<file path="src/rtl/dmem_responder.sv">
// dmem_responder
//   Multi-cycle data-memory responder for the MEMORY stage. It accepts one
//   load/store at a time, inserts WAIT_CYCLES wait states, performs the access,
//   and then pulses rsp_valid for one cycle. While a request is outstanding it
//   holds the pipeline with stall.
//
// Parameters
//   DEPTH        number of 32-bit words (power of 2, >= 4)
//   WAIT_CYCLES  extra wait states per access (0..15)
//
// Ports
//   clk, reset       rising-edge clock, synchronous active-high reset
//   req_valid        MEMORY stage presents a request
//   req_write        1 = store, 0 = load
//   req_byte         1 = byte access, 0 = word access
//   req_addr         byte address
//   req_wdata        store data (byte store uses [7:0])
//   req_ready        responder is idle and will accept a request
//   rsp_valid        one-cycle completion pulse
//   rsp_rdata        load data (zero for stores and errors)
//   rsp_err          out-of-range or misaligned access
//   stall            hold F/D/E/M this cycle
module dmem_responder #(
  parameter int unsigned DEPTH       = 64,
  parameter int unsigned WAIT_CYCLES = 2
) (
  input  logic        clk,
  input  logic        reset,
  input  logic        req_valid,
  input  logic        req_write,
  input  logic        req_byte,
  input  logic [31:0] req_addr,
  input  logic [31:0] req_wdata,
  output logic        req_ready,
  output logic        rsp_valid,
  output logic [31:0] rsp_rdata,
  output logic        rsp_err,
  output logic        stall
);

  localparam int unsigned AW        = $clog2(DEPTH);
  localparam logic [31:0] LIMIT     = 32'(DEPTH * 4);
  localparam bit          ZERO_WAIT = (WAIT_CYCLES == 0);
  localparam logic [3:0]  CNT_INIT  = 4'(WAIT_CYCLES - 1);

  typedef enum logic [1:0] {
    IDLE = 2'd0,
    WAIT = 2'd1,
    RESP = 2'd2
  } state_t;

  state_t      state;
  logic [3:0]  cnt;
  logic [31:0] addr_q;
  logic [31:0] wdata_q;
  logic        write_q;
  logic        byte_q;

  logic [31:0] mem [DEPTH];

  // With no wait states the access happens on the accept edge itself, so it
  // must use the live request; otherwise it uses the values latched at accept.
  logic [31:0]   acc_addr;
  logic [31:0]   acc_wdata;
  logic          acc_write;
  logic          acc_byte;
  logic          acc_err;
  logic          do_access;
  logic          wr_en;
  logic [AW-1:0] idx;
  logic [1:0]    lane;
  logic [31:0]   rd_word;
  logic [7:0]    rd_byte;
  logic [31:0]   rd_shift;

  always_comb begin
    acc_addr  = ZERO_WAIT ? req_addr  : addr_q;
    acc_wdata = ZERO_WAIT ? req_wdata : wdata_q;
    acc_write = ZERO_WAIT ? req_write : write_q;
    acc_byte  = ZERO_WAIT ? req_byte  : byte_q;

    idx  = acc_addr[AW+1:2];
    lane = acc_addr[1:0];

    acc_err = (acc_addr >= LIMIT) || (!acc_byte && (lane != 2'b00));

    do_access = !reset &&
                ((ZERO_WAIT && (state == IDLE) && req_valid) ||
                 ((state == WAIT) && (cnt == 4'd0)));
    wr_en     = do_access && acc_write && !acc_err;

    rd_word  = mem[idx];
    rd_shift = rd_word >> {lane, 3'b000};
    rd_byte  = rd_shift[7:0];
  end

  assign req_ready = (state == IDLE);
  assign stall     = ((state == IDLE) && req_valid) || (state == WAIT);

  // Array is deliberately not reset.
  always_ff @(posedge clk) begin
    if (wr_en) begin
      if (acc_byte) begin
        mem[idx][{lane, 3'b000} +: 8] <= acc_wdata[7:0];
      end else begin
        mem[idx] <= acc_wdata;
      end
    end
  end

  always_ff @(posedge clk) begin
    if (reset) begin
      state     <= IDLE;
      cnt       <= '0;
      rsp_valid <= 1'b0;
      rsp_rdata <= '0;
      rsp_err   <= 1'b0;
    end else begin
      rsp_valid <= 1'b0;

      if (do_access) begin
        rsp_valid <= 1'b1;
        rsp_err   <= acc_err;
        if (acc_err || acc_write) begin
          rsp_rdata <= '0;
        end else if (acc_byte) begin
          rsp_rdata <= {24'b0, rd_byte};
        end else begin
          rsp_rdata <= rd_word;
        end
      end

      case (state)
        IDLE: begin
          if (req_valid) begin
            addr_q  <= req_addr;
            wdata_q <= req_wdata;
            write_q <= req_write;
            byte_q  <= req_byte;
            cnt     <= CNT_INIT;
            state   <= ZERO_WAIT ? RESP : WAIT;
          end
        end
        WAIT: begin
          if (cnt != 4'd0) begin
            cnt <= cnt - 4'd1;
          end else begin
            state <= RESP;
          end
        end
        RESP:    state <= IDLE;
        default: state <= IDLE;
      endcase
    end
  end

endmodule
</file>
<file path="config.mk">
export PLATFORM = sky130hd
export DESIGN_NAME = dmem_responder
export DESIGN_NICKNAME = d
export VERILOG_FILES = /design/src/rtl/dmem_responder.sv
export SDC_FILE = /design/constraint.sdc
export NUM_CORES = 2
export LEC_CHECK = 0
export CORE_ASPECT_RATIO = 1.5
export CORE_MARGIN = 2
export CORE_UTILIZATION = 49
export DETAILED_ROUTE_END_ITERATION = 8
export PLACE_DENSITY = 0.63
export RECOVER_POWER = 100
export SYNTH_ARGS = -nofsm -noshare
export SYNTH_HDL_FRONTEND = slang
export SYNTH_SLANG_ARGS = --single-unit
</file>
<file path="constraint.sdc">
create_clock -name clk -period 6 [get_ports clk]
set_clock_uncertainty 0.15 [all_clocks]
set_input_delay 0.9 -clock clk [delete_from_list [all_inputs] [get_ports clk]]
set_output_delay 0.9 -clock clk [all_outputs]
set_load 0.01 [all_outputs]
</file>
# Word-level counts from Yosys, hierarchy flattened
# Memory sizes are Yosys's and may differ from the RTL's. A register that Yosys moved wholly into a read port is not among the register bits.
# Index checks and enable logic that the tools add are counted.
[word_totals] reg_bits=106 mem_bits_rw=2048 in_bits=69 out_inout_bits=36 word_cells=121 mem_count=1
[mem_list] name="mem" depth=64 width=32 rd=1 rd_ports_with_merged_regs=1 write_ports=1 line_no="59" text="logic [31:0] mem [DEPTH];"
[classes] n_addsub=2 n_lt_le_gt_ge=1 n_eq_ne=4 n_shift=3 n_mux=48 bitwise_logic=33 reduce_logical=20
[op_table] operator="two-way mux 32 bit" n=3
[op_table] operator="two-way mux 1 bit" n=38
[op_table] operator="greater-or-equal comparator 32 x 9 -> 1 bit (second input constant)" n=1
[op_table] operator="bitwise OR 1 bit" n=32
[op_table] operator="variable shift 8 x 7 -> 32 bit (first input constant)" n=1
[op_table] operator="indexed part select 8 x 7 -> 32 bit" n=1
[op_table] operator=">> shifter 32 x 5 -> 8 bit" n=1
[op_table] operator="two-way mux 4 bit" n=2
[op_table] operator="case mux 4 bit (2 select lines)" n=1
[op_table] operator="negation 5 -> 7 bit" n=1
[op_table] operator="logical AND 1 bit" n=6
[op_table] operator="two-way mux 6 bit" n=1
[op_table] operator="AND reduction 3 bit" n=2
[op_table] operator="logical NOT 4 bit" n=1
[op_table] operator="two-way mux 2 bit" n=2
[op_table] operator="inequality test 2 bit (second input constant)" n=2
[op_table] operator="case mux 2 bit (2 select lines)" n=1
[op_table] operator="nonzero test 2 bit" n=2
[op_table] operator="nonzero test 4 bit" n=1
[op_table] operator="subtractor 4 x 1 -> 4 bit (second input constant)" n=1
[op_table] operator="logical NOT 1 bit" n=3
[op_table] operator="logical OR 1 bit" n=3
[op_table] operator="== test 2 x 1 -> 1 bit (second input constant)" n=1
[op_table] operator="logical NOT 2 bit" n=1
[op_table] operator="3 further kinds" n=3

# Longest topological paths before layout
[logic_depth] depth_word=8 mapped_depth=14 depth_no_buf=10

# Least setup slack after synthesis
# Ideal clock, no wire load.
[synth_path] kind="input port to flip-flop" startpoint="in reset" endpoint="reg with a tool-made name" setup_time_ns=0.124 arrival_time_ns=4.625 required_ns=5.726 slack_ns=1.101 stages=3 n_path_buf=1 cell_sequence="clkbuf_1 > nor2_1 > mux2_2"
[synth_rtl] element="from (decl)" line_no="28" text="input logic reset,"

# Worst setup path in the final report
[layout_path] startpoint="reg addr_q[0] (netlist: acc_addr[0])" endpoint="mem mem[58][12] (enable)"
[layout_between] elab_chain_len=8 elab_cells_between_ends=13 cone_classes="add/sub: 1; order compare: 1; shift: 1; mux: 4; bitwise: 1; reduce/logical: 5"
[layout_rtl] element="from (decl)" line_no="54" text="logic [31:0] addr_q;"
[layout_rtl] element="from (signal assigned)" line_no="136" text="addr_q <= req_addr;"
[layout_rtl] element="parallel branches: the longest is 7 deep, another holds greater-or-equal comparator 32 x 9 -> 1 bit"
[layout_rtl] element="bitwise OR 1 bit (no source line) *"
[layout_rtl] element="to (decl)" line_no="59"
# Every way passes the cells marked *.

==> results.md <==
Flow run:
- The max-capacitance violation count is 5.

Drt:
- The number of remaining DRC errors is 0.
- The number of optimization iterations in the first detailed-route pass is 7.
- The via density per instance is 6.47.
- The routed layout has 44691 vias.
- The violation count after the first detailed-route iteration is 5901.
- Once detail routing completed, the nets flagged for antenna violations numbered 0.
- The per-cell routed wire length is 37.1 microns.
- The final wirelength is 256 mm.

Place:
- In this run, placement finished with an instance count of 6533.
- At the end of routability-driven placement, the weighted congestion stood at 0.920.
- The total half-perimeter wirelength after legalization and detailed placement is 171 mm.
- During placement, the flow inserted port buffers numbering 104.

Global route:
- The initial antenna violation count came to 23.
- The largest net degree at the start of global routing is 85.
- The number of global-route vias before repair was 44377.
- The first global-routing pass estimated 352 mm of wire.
- Across every metal layer, demand over resource in global routing totals 29.3%.
- After global routing the overflow that remains totals 0.

Worst setup path:
- Along the worst path, the maximum fanout reaches 31.
- In this design, the stage delay of the slowest critical-path cell is 710 ps.
- The cell repeated most along the worst path is clkbuf_1.
- The required time at the worst-slack endpoint is 6280 ps.
- The category of the most critical setup path is reg2reg.
- The capturing element type of the critical path is a flip-flop.
- The worst register-to-register path ends at mem[58][12].
- Among cell families on the critical path, the largest total delay comes from buffers and inverters.
- The worst-case register-to-register setup slack is 630 ps.
- Walking the worst path, the cells encountered are clkbuf_1 -> inv_1 -> ha_1 -> o2111ai_1 -> nor2_1 -> and3_1 -> o21ai_2 -> clkbuf_1 -> nor2_1 -> clkbuf_1.
- The beginning of the worst register-to-register path is acc_addr[0].
- Data on the critical path arrives at its endpoint at 5640 ps.
- The slowest stage of the critical path is the clkbuf_1 cell.
- The total buffers and inverters traversed by the critical path is 4.
- STA classifies the critical path startpoint as a flip-flop.
- The depth of the most critical reg-to-reg path is 10.

Synth:
- The count of distinct cell types in the synthesized netlist is 67.
- The synthesized netlist net count is 4297.
- Yosys mapped a number of flops with a built-in enable equal to 2114.
- Synthesis produced a netlist whose cell count is 4223.
- The most used flip-flop cell after synthesis is edfxtp_1.
- Yosys instantiated no cell more often than edfxtp_1.
- The average instance in the mapped netlist occupies 20.0 sq um.
- The top-area cell type share of the netlist area is 75.2%.
- By count the netlist is led by edfxtp_1, mux4_2, nor2_1.
- For this run, the number of Yosys warnings is 0.
- Of all flip-flops after synthesis, the portion carrying an async set or reset was 0%.
- The cell type with the highest aggregate area in the netlist is edfxtp_1.
- The mapped cell area is 84400 sq um.
- The sequential element share of the synthesized area is 76.3%.
- Yosys attributes the largest share of cell area to edfxtp_1, mux4_2, mux2i_1.
- In this run, synthesis produced a sequential element count of 2160.

Die:
- The total die area is 176000 sq um.
- The core outline area is 171000 sq um.
- The number of placed I/O pins is 105.
- The starting density of the core is 49.3%.
- The number of standard-cell rows in the floorplan is 186.
- The die span in x is 343 microns.
- The die is 512 microns tall.

Finish:
- Across the whole layout, storage elements account for 64400 sq um.
- The number of cells in the finished layout apart from fillers is 6903.
- The layout has 12970 filler cells.
- The post-route netlist has 20.2% of its cells at a drive strength greater than 1.
- The area occupied by multi-input gates is 18500 sq um.
- The area growth from synthesis to layout is 12.1%.
- After the last flow step, the layout net total stands at 4539.
- The utilization after layout is 55.3%.

STA:
- After routing, the total negative slack on setup checks comes to 0 ps.
- Setup repair after global routing left no endpoint under its margin.
- The final critical-path required period is 5370 ps.
- The setup violation total in the final timing report is 0.
- The number of max-slew violations in the final report is 237.
- The final critical-path share of the clock period is 89.4%.
- The remaining max-slew budget at the tightest pin is -69.0%.
- The final hold violation count came to 0.
- The fmax is 0.186 GHz.
- For the pin with the worst max-slew slack, the measured transition is 2540 ps.
- The tightest hold margin is 364 ps.

Clocking:
- After clock tree synthesis, the setup repair step added 0 buffers.
- The number of gates resized after CTS is 0.
- The number of buffers inserted during clock tree synthesis is 186.
- The cell sitting at the root of the clock tree is a clkbuf_16.
- The clock sink count is 2160.
- The deepest level of the CTS H-tree is 4.
- TritonCTS built the clock tree.
- The clock-pin slew on the worst setup and hold paths is 70 ps.
- The maximum clock path buffer count is 3.
- The post-cts hold buffer count is 0.
- The later pin in the worst-skew pair is clocked with a latency of 830 ps.

Power:
- VDD sags by at most 0.305 mV.
- The power per cell area is 328 nW/um^2.
- Summed over all cells, the static leakage comes to 0.0280 uW.

Worst hold path:
- The worst hold path was traced through 2 stages.
- The worst min-delay path startpoint is rsp_rdata[31].
- The type of the worst min-delay path is reg2reg.
- The path with the worst hold slack has its endpoint at rsp_rdata[31].

Outcome:
- The final reports fail on max-capacitance violations, max-slew violations.
- The run finished, with violations left.
==> where the power goes <==
part | internal (uW) | switching (uW)
sequential | 16500 | 89.2
clock | 6720 | 5530
combinational | 756 | 1410
total | 24000 | 7030
==> cell type report <==
type	count	share of cell area, %
sequential	2160	68.1
multi-input combinational	1801	19.6
clock buffer	216	5.06
tap	2256	2.98
timing repair buffer	305	2.69
clock inverter	133	1.46
antenna	21	0.0556
inverter	11	0.0489
==> worst min-delay path: stages (launching register included) <==
cell and delay (ps):
dfxtp_1 340, a2bb2oi_1 70, nor2_1 70
==> worst max-delay path by stage <==
stage | from | end | slack [ps] | depth (start not counted)
finish | acc_addr[0] | mem[58][12] | 630 | 10
global route | acc_addr[0] | mem[1][15] | 530 | 10
CTS | flip-flop | rsp_rdata[3] | 1220 | 9
detailed placement | flip-flop | rsp_rdata[3] | 1270 | 9
global placement | flip-flop | rsp_rdata[3] | 1200 | 9
floorplan | reset | flip-flop | 1100 | 3
==> cell families (layout without fill, tap and decap cells) <==
group | Yosys count | in the layout | share of synthesized area (%)
and+or+nand+nor | 738 | 738 | 3.78
muxes | 676 | 676 | 14.8
other | 0 | 21 | 0
AOI/OAI and AO/OA | 381 | 381 | 3.25
adders and majority gates | 5 | 5 | 0.0741
buffers and inverters | 262 | 665 | 1.80
DFF | 2160 | 2160 | 76.3
xor gates and xnor gates | 1 | 1 | 0.0104
==> state kept, by name, summed over array words and instances, names as in the netlist, 2 cells and up, named ones only <==
name and flops:
mem 2048, acc_addr 32, acc_wdata 32, rsp_rdata 32, cnt 4, state 2
==> through the flow <==
stage                     setup WS, ps  area (sq um)  total power (uW)
after global routing               530         94500             31600
after detailed placement          1270         88700             19100
final                              635         94600             31000
after global placement            1200         88700             19100
after CTS                         1220         94800             31100
after floorplan                   1100         84400             18100
==> layout by cell type, fill, tap and decap left out, drive strengths merged, types with 6 or more instances in the layout <==
cell type	instances
edfxtp	2114
mux4	452
nor2	363
clkbuf	289
mux2i	201
nand2	196
buf	128
dlygate4sd3	102
clkinv	97
a22oi	67
a21oi	57
dfxtp	46
nand3	43
o21ai	39
o22ai	31
a22o	28
o221ai	26
mux2	23
nor3	23
bufinv	22
nor2b	22
diode	21
a211oi	21
a221oi	21
and2	19
inv	18
a31oi	16
o211ai	14
and3	13
nor4	12
nor3b	11
nand2b	10
a221o	9
a2bb2oi	7
clkinvlp	7
o2111ai	6
a2111oi	6
==> metal layers <==
layer  track usage [%]  share of wire (%)  up-vias
met2              47.7                 49     2610
met4              18.9                7.9       22
met5                 0              0.060        -
li1                  -                  -    17837
met1              34.9                 34    23526
met3              7.14                9.2      696
Power figures use the tool's default switching activity.
